### src/rtl/uart_frame_rx_pkg.sv
// +--------------------------------------------------------------------+
// | uart_frame_rx_pkg : framing constants and state encoding for the    |
// | &&payload&& deframer.  Rev 1.0                                      |
// +--------------------------------------------------------------------+
`default_nettype none

package uart_frame_rx_pkg;

  localparam logic [7:0] FRAME_CHAR   = 8'h26;
  localparam logic [1:0] ERR_NONE     = 2'b00;
  localparam logic [1:0] ERR_OVERFLOW = 2'b01;
  localparam logic [1:0] ERR_TIMEOUT  = 2'b10;

  typedef enum logic [3:0] {
    ST_IDLE  = 4'b0001,
    ST_HDR2  = 4'b0010,
    ST_BODY  = 4'b0100,
    ST_TAIL2 = 4'b1000
  } state_e;

  // 9-bit sum so count+add never wraps before the capacity compare.
  function automatic logic fits(input logic [7:0] cnt, input logic [8:0] add,
                                input logic [8:0] cap);
    return ({1'b0, cnt} + add) <= cap;
  endfunction

endpackage

`default_nettype wire

### src/rtl/uart_idle_timer.sv
// +--------------------------------------------------------------------+
// | uart_idle_timer : counts idle cycles, flags the LIMIT-th one.       |
// | Rev 1.0                                                             |
// +--------------------------------------------------------------------+
`default_nettype none

module uart_idle_timer #(
  parameter int LIMIT = 100
) (
  input  logic sys_clk,
  input  logic sys_rst_n,
  input  logic clr,
  input  logic en,
  output logic expired
);

  localparam int CW = $clog2(LIMIT + 1);
  localparam logic [CW-1:0] CNT_MAX  = CW'(LIMIT);
  localparam logic [CW-1:0] CNT_LAST = CW'(LIMIT - 1);

  logic [CW-1:0] cnt_q, cnt_d;

  always_comb begin
    cnt_d = cnt_q;
    if (clr) begin
      cnt_d = '0;
    end else if (en && (cnt_q != CNT_MAX)) begin
      cnt_d = cnt_q + 1'b1;
    end
  end

  always_ff @(posedge sys_clk or negedge sys_rst_n) begin
    if (!sys_rst_n) begin
      cnt_q <= '0;
    end else begin
      cnt_q <= cnt_d;
    end
  end

  // A clear in the same cycle always beats the limit.
  assign expired = en && !clr && (cnt_q == CNT_LAST);

endmodule

`default_nettype wire

### src/rtl/uart_frame_rx.sv
// +--------------------------------------------------------------------+
// | uart_frame_rx : deframes &&payload&& from a uart_rx byte stream.    |
// | Optional inter-byte timeout: UART_FRAME_TIMEOUT_EN.  Rev 1.0        |
// +--------------------------------------------------------------------+
`default_nettype none

module uart_frame_rx
  import uart_frame_rx_pkg::*;
#(
  parameter int MAX_LEN    = 137,
  parameter int CLK_FREQ   = 50_000_000,
  parameter int TIMEOUT_US = 2000
) (
  input  logic                 sys_clk,
  input  logic                 sys_rst_n,
  input  logic [7:0]           byte_data,
  input  logic                 byte_vld,
  output logic [MAX_LEN*8-1:0] rx_string,
  output logic [7:0]           rx_length,
  output logic                 rx_busy,
  output logic                 rx_done,
  output logic                 rx_err,
  output logic [1:0]           rx_err_code
);

  localparam int          BUF_W       = MAX_LEN * 8;
  localparam int          TIMEOUT_CLK = CLK_FREQ / 1_000_000 * TIMEOUT_US;
  localparam logic [8:0]  CAP         = 9'(MAX_LEN);

  state_e             state_q, state_d;
  logic [BUF_W-1:0]   buf_q, buf_d;
  logic [7:0]         count_q, count_d;
  logic [BUF_W-1:0]   string_q, string_d;
  logic [7:0]         length_q, length_d;
  logic               done_q, done_d;
  logic               err_q, err_d;
  logic [1:0]         code_q, code_d;

  logic               w_is_frame;
  logic [7:0]         w_cnt_p1;
  logic               w_expired;
  logic               w_timeout;

  assign w_is_frame = (byte_data == FRAME_CHAR);
  assign w_cnt_p1   = count_q + 8'd1;

`ifdef UART_FRAME_TIMEOUT_EN
  uart_idle_timer #(
    .LIMIT (TIMEOUT_CLK)
  ) u_idle_timer (
    .sys_clk   (sys_clk),
    .sys_rst_n (sys_rst_n),
    .clr       (byte_vld || (state_q == ST_IDLE)),
    .en        (state_q != ST_IDLE),
    .expired   (w_expired)
  );
`else
  localparam logic [31:0] TIMEOUT_CLK_V = 32'(TIMEOUT_CLK);
  logic unused_timeout_cfg;
  assign unused_timeout_cfg = ^TIMEOUT_CLK_V;
  assign w_expired = 1'b0;
`endif

  assign w_timeout = w_expired && (state_q != ST_IDLE);

  always_comb begin
    state_d  = state_q;
    buf_d    = buf_q;
    count_d  = count_q;
    string_d = string_q;
    length_d = length_q;
    done_d   = 1'b0;
    err_d    = 1'b0;
    code_d   = code_q;

    if (w_timeout) begin
      state_d = ST_IDLE;
      buf_d   = '0;
      count_d = '0;
      err_d   = 1'b1;
      code_d  = ERR_TIMEOUT;
    end else if (byte_vld) begin
      case (state_q)
        ST_IDLE: begin
          if (w_is_frame) state_d = ST_HDR2;
        end
        ST_HDR2: begin
          if (w_is_frame) begin
            state_d = ST_BODY;
            buf_d   = '0;
            count_d = '0;
          end else begin
            state_d = ST_IDLE;
          end
        end
        ST_BODY: begin
          if (w_is_frame) begin
            state_d = ST_TAIL2;
          end else if (fits(count_q, 9'd1, CAP)) begin
            for (int i = 0; i < MAX_LEN; i++) begin
              if (count_q == 8'(i)) buf_d[8*i +: 8] = byte_data;
            end
            count_d = w_cnt_p1;
          end else begin
            state_d = ST_IDLE;
            buf_d   = '0;
            count_d = '0;
            err_d   = 1'b1;
            code_d  = ERR_OVERFLOW;
          end
        end
        ST_TAIL2: begin
          if (w_is_frame) begin
            state_d  = ST_IDLE;
            done_d   = 1'b1;
            string_d = buf_q;
            length_d = count_q;
            buf_d    = '0;
            count_d  = '0;
          end else if (fits(count_q, 9'd2, CAP)) begin
            // The lone '&' was payload: commit it together with this byte.
            for (int i = 0; i < MAX_LEN; i++) begin
              if (count_q == 8'(i))  buf_d[8*i +: 8] = FRAME_CHAR;
              if (w_cnt_p1 == 8'(i)) buf_d[8*i +: 8] = byte_data;
            end
            count_d = count_q + 8'd2;
            state_d = ST_BODY;
          end else begin
            state_d = ST_IDLE;
            buf_d   = '0;
            count_d = '0;
            err_d   = 1'b1;
            code_d  = ERR_OVERFLOW;
          end
        end
        default: begin
          state_d = ST_IDLE;
          buf_d   = '0;
          count_d = '0;
        end
      endcase
    end
  end

  always_ff @(posedge sys_clk or negedge sys_rst_n) begin
    if (!sys_rst_n) begin
      state_q  <= ST_IDLE;
      buf_q    <= '0;
      count_q  <= '0;
      string_q <= '0;
      length_q <= '0;
      done_q   <= 1'b0;
      err_q    <= 1'b0;
      code_q   <= ERR_NONE;
    end else begin
      state_q  <= state_d;
      buf_q    <= buf_d;
      count_q  <= count_d;
      string_q <= string_d;
      length_q <= length_d;
      done_q   <= done_d;
      err_q    <= err_d;
      code_q   <= code_d;
    end
  end

  assign rx_string   = string_q;
  assign rx_length   = length_q;
  assign rx_busy     = (state_q != ST_IDLE);
  assign rx_done     = done_q;
  assign rx_err      = err_q;
  assign rx_err_code = code_q;

endmodule

`default_nettype wire

### config.mk
export PLATFORM = sky130hd
export DESIGN_NAME = uart_frame_rx
export DESIGN_NICKNAME = d
export VERILOG_FILES = /design/src/rtl/uart_frame_rx_pkg.sv /design/src/rtl/uart_idle_timer.sv /design/src/rtl/uart_frame_rx.sv
export SDC_FILE = /design/constraint.sdc
export NUM_CORES = 2
export LEC_CHECK = 0
export BUFFER_PORTS_ARGS = -buffer_cell sky130_fd_sc_hd__buf_2
export CAP_MARGIN = 20
export CORE_MARGIN = 2
export CORE_UTILIZATION = 45
export DETAILED_ROUTE_END_ITERATION = 8
export GPL_TIMING_DRIVEN = 0
export SYNTH_ARGS = -nofsm -noshare
export SYNTH_HDL_FRONTEND = slang
export SYNTH_HIERARCHICAL = 1
export SYNTH_SLANG_ARGS = --single-unit
### constraint.sdc
create_clock -name sys_clk -period 5.45 [get_ports sys_clk]
set_input_delay 1.3625 -clock sys_clk [delete_from_list [all_inputs] [get_ports sys_clk]]
set_output_delay 1.3625 -clock sys_clk [all_outputs]
set_load 0.02 [all_outputs]
# --- Yosys cells after proc, flatten, opt, wreduce, memory -nomap -nowiden ---
# Cells that the tools add are included.
totals:
  ff_bits: 2216
  wordCells: 1298
  out_inout_bits: 1109
op_classes:
  muxes: 444
  n_bitwise: 1
  n_addsub: 4
  n_eq_ne: 559
  n_lt_le_gt_ge: 2
  n_reduce_logical: 144
ops:
  columns: ["op", "n"]
  rows:
  - ["$mux 1096", 5]
  - ["$pmux 1096 s4", 1]
  - ["$mux 8", 416]
  - ["$eq 8x7->1 const B", 128]
  - ["$reduce_and 6->1", 138]
  - ["$ne 5x5->1 const B", 137]
  - ["$eq 8x6->1 const B", 65]
  - ["$ne 3x3->1 const B", 138]
  - ["$eq 8x5->1 const B", 32]
  - ["$eq 8x8->1 const B", 18]
  - ["$eq 8x4->1 const B", 16]
  - ["$eq 8x3->1 const B", 8]
  - ["$eq 8x2->1 const B", 4]
  - ["$pmux 8 s4", 1]
  - ["$le 9x8->1 const B", 2]
  - ["$eq 8x1->1 const B", 2]
  - ["$logic_not 8->1", 2]
  - ["$pmux 4 s4", 1]
  - ["$mux 4", 3]
  - ["$ne 2x2->1 const B", 6]
  - ["$add 8x1->9 const B", 1]
  - ["$add 8x2->9 const B", 1]
  - ["$mux 3", 3]
  - ["$add 8x1->8 const B", 1]
  - ["14 further kinds", 25]

# --- Depth between registers and ports, before layout ---
logic_depth:
  depth_word: 6
  ltp_mapped: 13
  depth_no_buf: 9

# --- Least setup slack after synthesis ---
# Ideal clock, no wire load.
synth_path:
  path_kind: "input to register"
  startpoint: "in byte_data[1]"
  endpoint: "reg buf_q[761]"
  t_required_ps: 5325
  slack_ps: 1732
  cell_stages: 10
  arrival_time_ps: 3593
  cell_sequence: "buf_2 > nor4b_2 > and2_1 > buf_6 > a211o_2 > nor3_1 > buf_4 > buf_6 > o2bb2ai_2 > mux2_2"
synth_via:
  elab_chain_cells: 4
synth_lines:
  columns: ["item", "line", "rtl"]
  rows:
  - ["start, declared", "uart_frame_rx.sv:16", "input logic [7:0] byte_data,"]
  - ["parallel branches: the longest is 4 deep, another holds $eq 8x6->1", null, null]
  - ["end signal, assigned", "uart_frame_rx.sv:157", "buf_q <= buf_d;"]
  - ["end, declared", "uart_frame_rx.sv:31", "logic [BUF_W-1:0] buf_q, buf_d;"]
# Parallel ways; which one is timed is not known. The select of a mux whose other input is x is not followed.
# A chain may end at the register's enable or synchronous reset.

# --- Final worst setup path ---
layout_path:
  startpoint: "reg count_q[1]"
  endpoint: "reg buf_q[166]"
layout_via:
  elab_chain_cells: 6
layout_lines:
  columns: ["item", "line", "rtl"]
  rows:
  - ["start, declared", "uart_frame_rx.sv:32", "logic [7:0] count_q, count_d;"]
  - ["start signal, assigned", "uart_frame_rx.sv:158", "count_q <= count_d;"]
  - ["parallel branches: the longest is 6 deep, another holds $add 8x2->9", null, null]
# Parallel ways; which one is timed is not known. The select of a mux whose other input is x is not followed.

==> run metrics <==
status=complete, but fails checks; failing checks=negative setup slack; sequential share of the synthesized area=60.5%; Site Rows=165; clk buf depth=3; Commonest cells post-synth=3,050 x nand2_1, 2,214 x dfrtp_1, 1,007 x o21ai_0; crit path cell chain=ha_1 -> buf_2 -> nand4_2 -> xnor2_2 -> a2111oi_4 -> nor2_2 -> clkbuf_1 -> clkbuf_1 -> o21ai_0 -> nand2_1 -> mux2i_1; layout cell share with drive strength beyond 1=17.7%; R2R Setup Slk=-0.6 ps; Cells after DPL=13,100; Mapped Area=91,600 um^2; port bufs=1,116; Initial Utilization=45.3%; Post-CTS Setup Inserts=0; # setup viols final=1; leading post-synthesis cells by cell area=dfrtp_1 61%, nand2_1 13%, mux2i_1 6.4%; hpwl dp=299,000 um; worst vdd ir=0.327 mV; initial antenna violation count=24; I/O pin total=1,120; slowest CP cell=clkbuf_1; CTS HTree Levels=4; Power Internal=0.0273 W; clock buffer count from CTS=228; Slew HR=13.9%; Startpoint Class=flop; largest area contributor in the netlist=dfrtp_1; clock power share=45.0%; Layout Area Growth over Synthesis=19.8%; root buf cell=clkbuf_16; Resize count post-CTS=1; DRT Pass-1 Iters=9; WS Path Type=reg2reg; prevailing post-synth register cell=dfrtp_1; Final Util=54.2%; power density over the cells=337 nW/um^2; DR vias/cell=5.61; clk_skew=58.5 ps; WL per Instance=29.4 um; post-synthesis net count=9,279; core area=202,000 um^2; via count=76,100; period utilization=100%; most used cell along the critical path=clkbuf_1; max-slew violations=0; final instance area=110,000 um^2; routability cong.=0.983; CP endpoint kind=flop; register bit total from synthesis=2,215; Final WS setup=-0.611 ps; Clock transition at path regs=70 ps; total gr overflow=0; Finished Layout Cells=13,600; first-pass GRT wire length=551,000 um; YS warnings=6; share of the synthesized area in the top cell type=60.5%; Post-synth EDFFs=0; Layout Nets=10,700; combinational share of power=9.8%; vias in the first global route=74,400; worst path arrival time=6210 ps; Slowest Stage Delay on Critical Path=820 ps; die width=455 um; Reg power frac=45.2%; die height=455 um; WL final=398,000 um; Yosys cell types=81; Post-DP Area=102,000 um^2; Worst-Margin Slew=1290 ps; 1st-iter DRT viols=8,126; die area=207,000 um^2; Tmin final=5450 ps; most frequent cell after synthesis=nand2_1; endpoints failing hold=0; fmax=0.183 GHz; Mapped Avg Cell Area=9.89 um^2; Pleak=55.8 nW; largest net degree at the start of global routing=176; Final ANT Viol Nets=0; Req. time, crit path=6210 ps; clock sinks=2,215; Sw Share=26.2%; CTS Hold Buffers Added=0; fraction of registers with async set/reset=100%; # DRC=0; cells after synthesis=9,260; total global-route track usage=37.8%; critical path peak fanout=10; max_cap viols=0; net switching power=0.00969 W; later-pin clock latency in the skew report=920 ps; CTS tree=built; RSZ-0062 raised after global routing=no; HP Class=in2async
-- state kept, by name, indices dropped and copies added, names as in the netlist --
register     flops
rx_err_code      1
buf_q         1096
rx_done          1
count_q          8
rx_length        8
state_q          4
rx_string     1096
rx_err           1
-- layout by cell type, fill, tap and decap left out, types with 22 or more instances in the layout --
master	instances
dfrtp_1	2214
nand3_1	95
buf_2	1205
o22ai_1	49
o31ai_1	23
clkinv_2	53
a21oi_4	23
a31oi_1	38
a21oi_1	91
buf_16	22
clkbuf_1	456
buf_8	26
o221ai_1	39
nor2_1	331
nand2_1	3045
mux2_2	90
o21ai_1	39
a22oi_1	36
mux2i_1	587
inv_1	610
o22ai_4	53
clkbuf_8	62
clkbuf_16	228
o21ai_0	1007
a22o_1	109
-- cells by family after synthesis --
kind of cell	after synthesis	synth area share, %
and+or+nand+nor	3557	15.0
xor gates and xnor gates	8	0.101
DFF	2215	60.5
adders and majority gates	8	0.109
buffers and inverters	1165	5.03
other	1	0.00410
AOI/OAI and AO/OA	1620	11.6
muxes	686	7.63
-- power by group through the flow --
stage,sequential [W],combinational (W),clock (W)
after global routing,0.0167,0.00376,0.0174
after detailed placement,0.0170,0.00356,0
after floorplan,0.0170,0.00213,0
final,0.0167,0.00361,0.0166
after global placement,0.0171,0.00348,0
after CTS,0.0167,0.00357,0.0167
-- area by class of cell --
class | instances | area [um^2]
diodes | 19 | 47.5
plain buffers | 553 | 2340
clock buffers | 330 | 6710
clock inverters | 103 | 1340
fillers | 18200 | 92600
inverters | 612 | 2300
multi-input cells | 5880 | 31500
flip-flops and latches | 2215 | 55400
well taps | 2672 | 3340
repair buffers | 1171 | 6650
-- worst paths after layout --
path,start,endpoint,cells after the start
worst min register to register,buf_q[1001]$_DFFE_PN0P_,rx_string[1001]$_DFFE_PN0P_,2
min in group sys_clk,buf_q[1001]$_DFFE_PN0P_,rx_string[1001]$_DFFE_PN0P_,2
worst max register to register,count_q[1]$_DFFE_PN0P_,buf_q[166]$_DFFE_PN0P_,11
worst min-delay path,sys_rst_n,rx_string[1091]$_DFFE_PN0P_,1
worst max-delay path,count_q[1]$_DFFE_PN0P_,buf_q[166]$_DFFE_PN0P_,11
max in group asynchronous,sys_rst_n,rx_string[153]$_DFFE_PN0P_,6
-- routing by layer --
metal	GRT usage (%)	wire [um]	vias up
met5	0	52	-
met4	27.8	35200	8
met3	10.1	35000	1116
met2	58.1	178000	3738
met1	46.0	150000	38200
li1	-	-	33000
-- metrics by stage --
step	TNS, ps	worst slack (ps)	power (W)	hold slack (ps)
after floorplan	0	1730	0.0191	433
after global placement	-	-45920	0.0205	443
after detailed placement	-36650	-705	0.0206	448
after CTS	0	153	0.0370	349
after global routing	0	67.6	0.0379	412
final	-0.611	-0.611	0.0369	370
-- critical path: cells and delay by family, from the launching register on --
family / cells / cell delay (ps)
buffers and inverters: 3 / 1820
and+or+nand+nor: 3 / 1220
AOI/OAI and AO/OA: 2 / 810
DFF: 1 / 610
xor gates and xnor gates: 1 / 500
adders and majority gates: 1 / 210
muxes: 1 / 90
No activity file was read; power rests on OpenSTA's default activity.
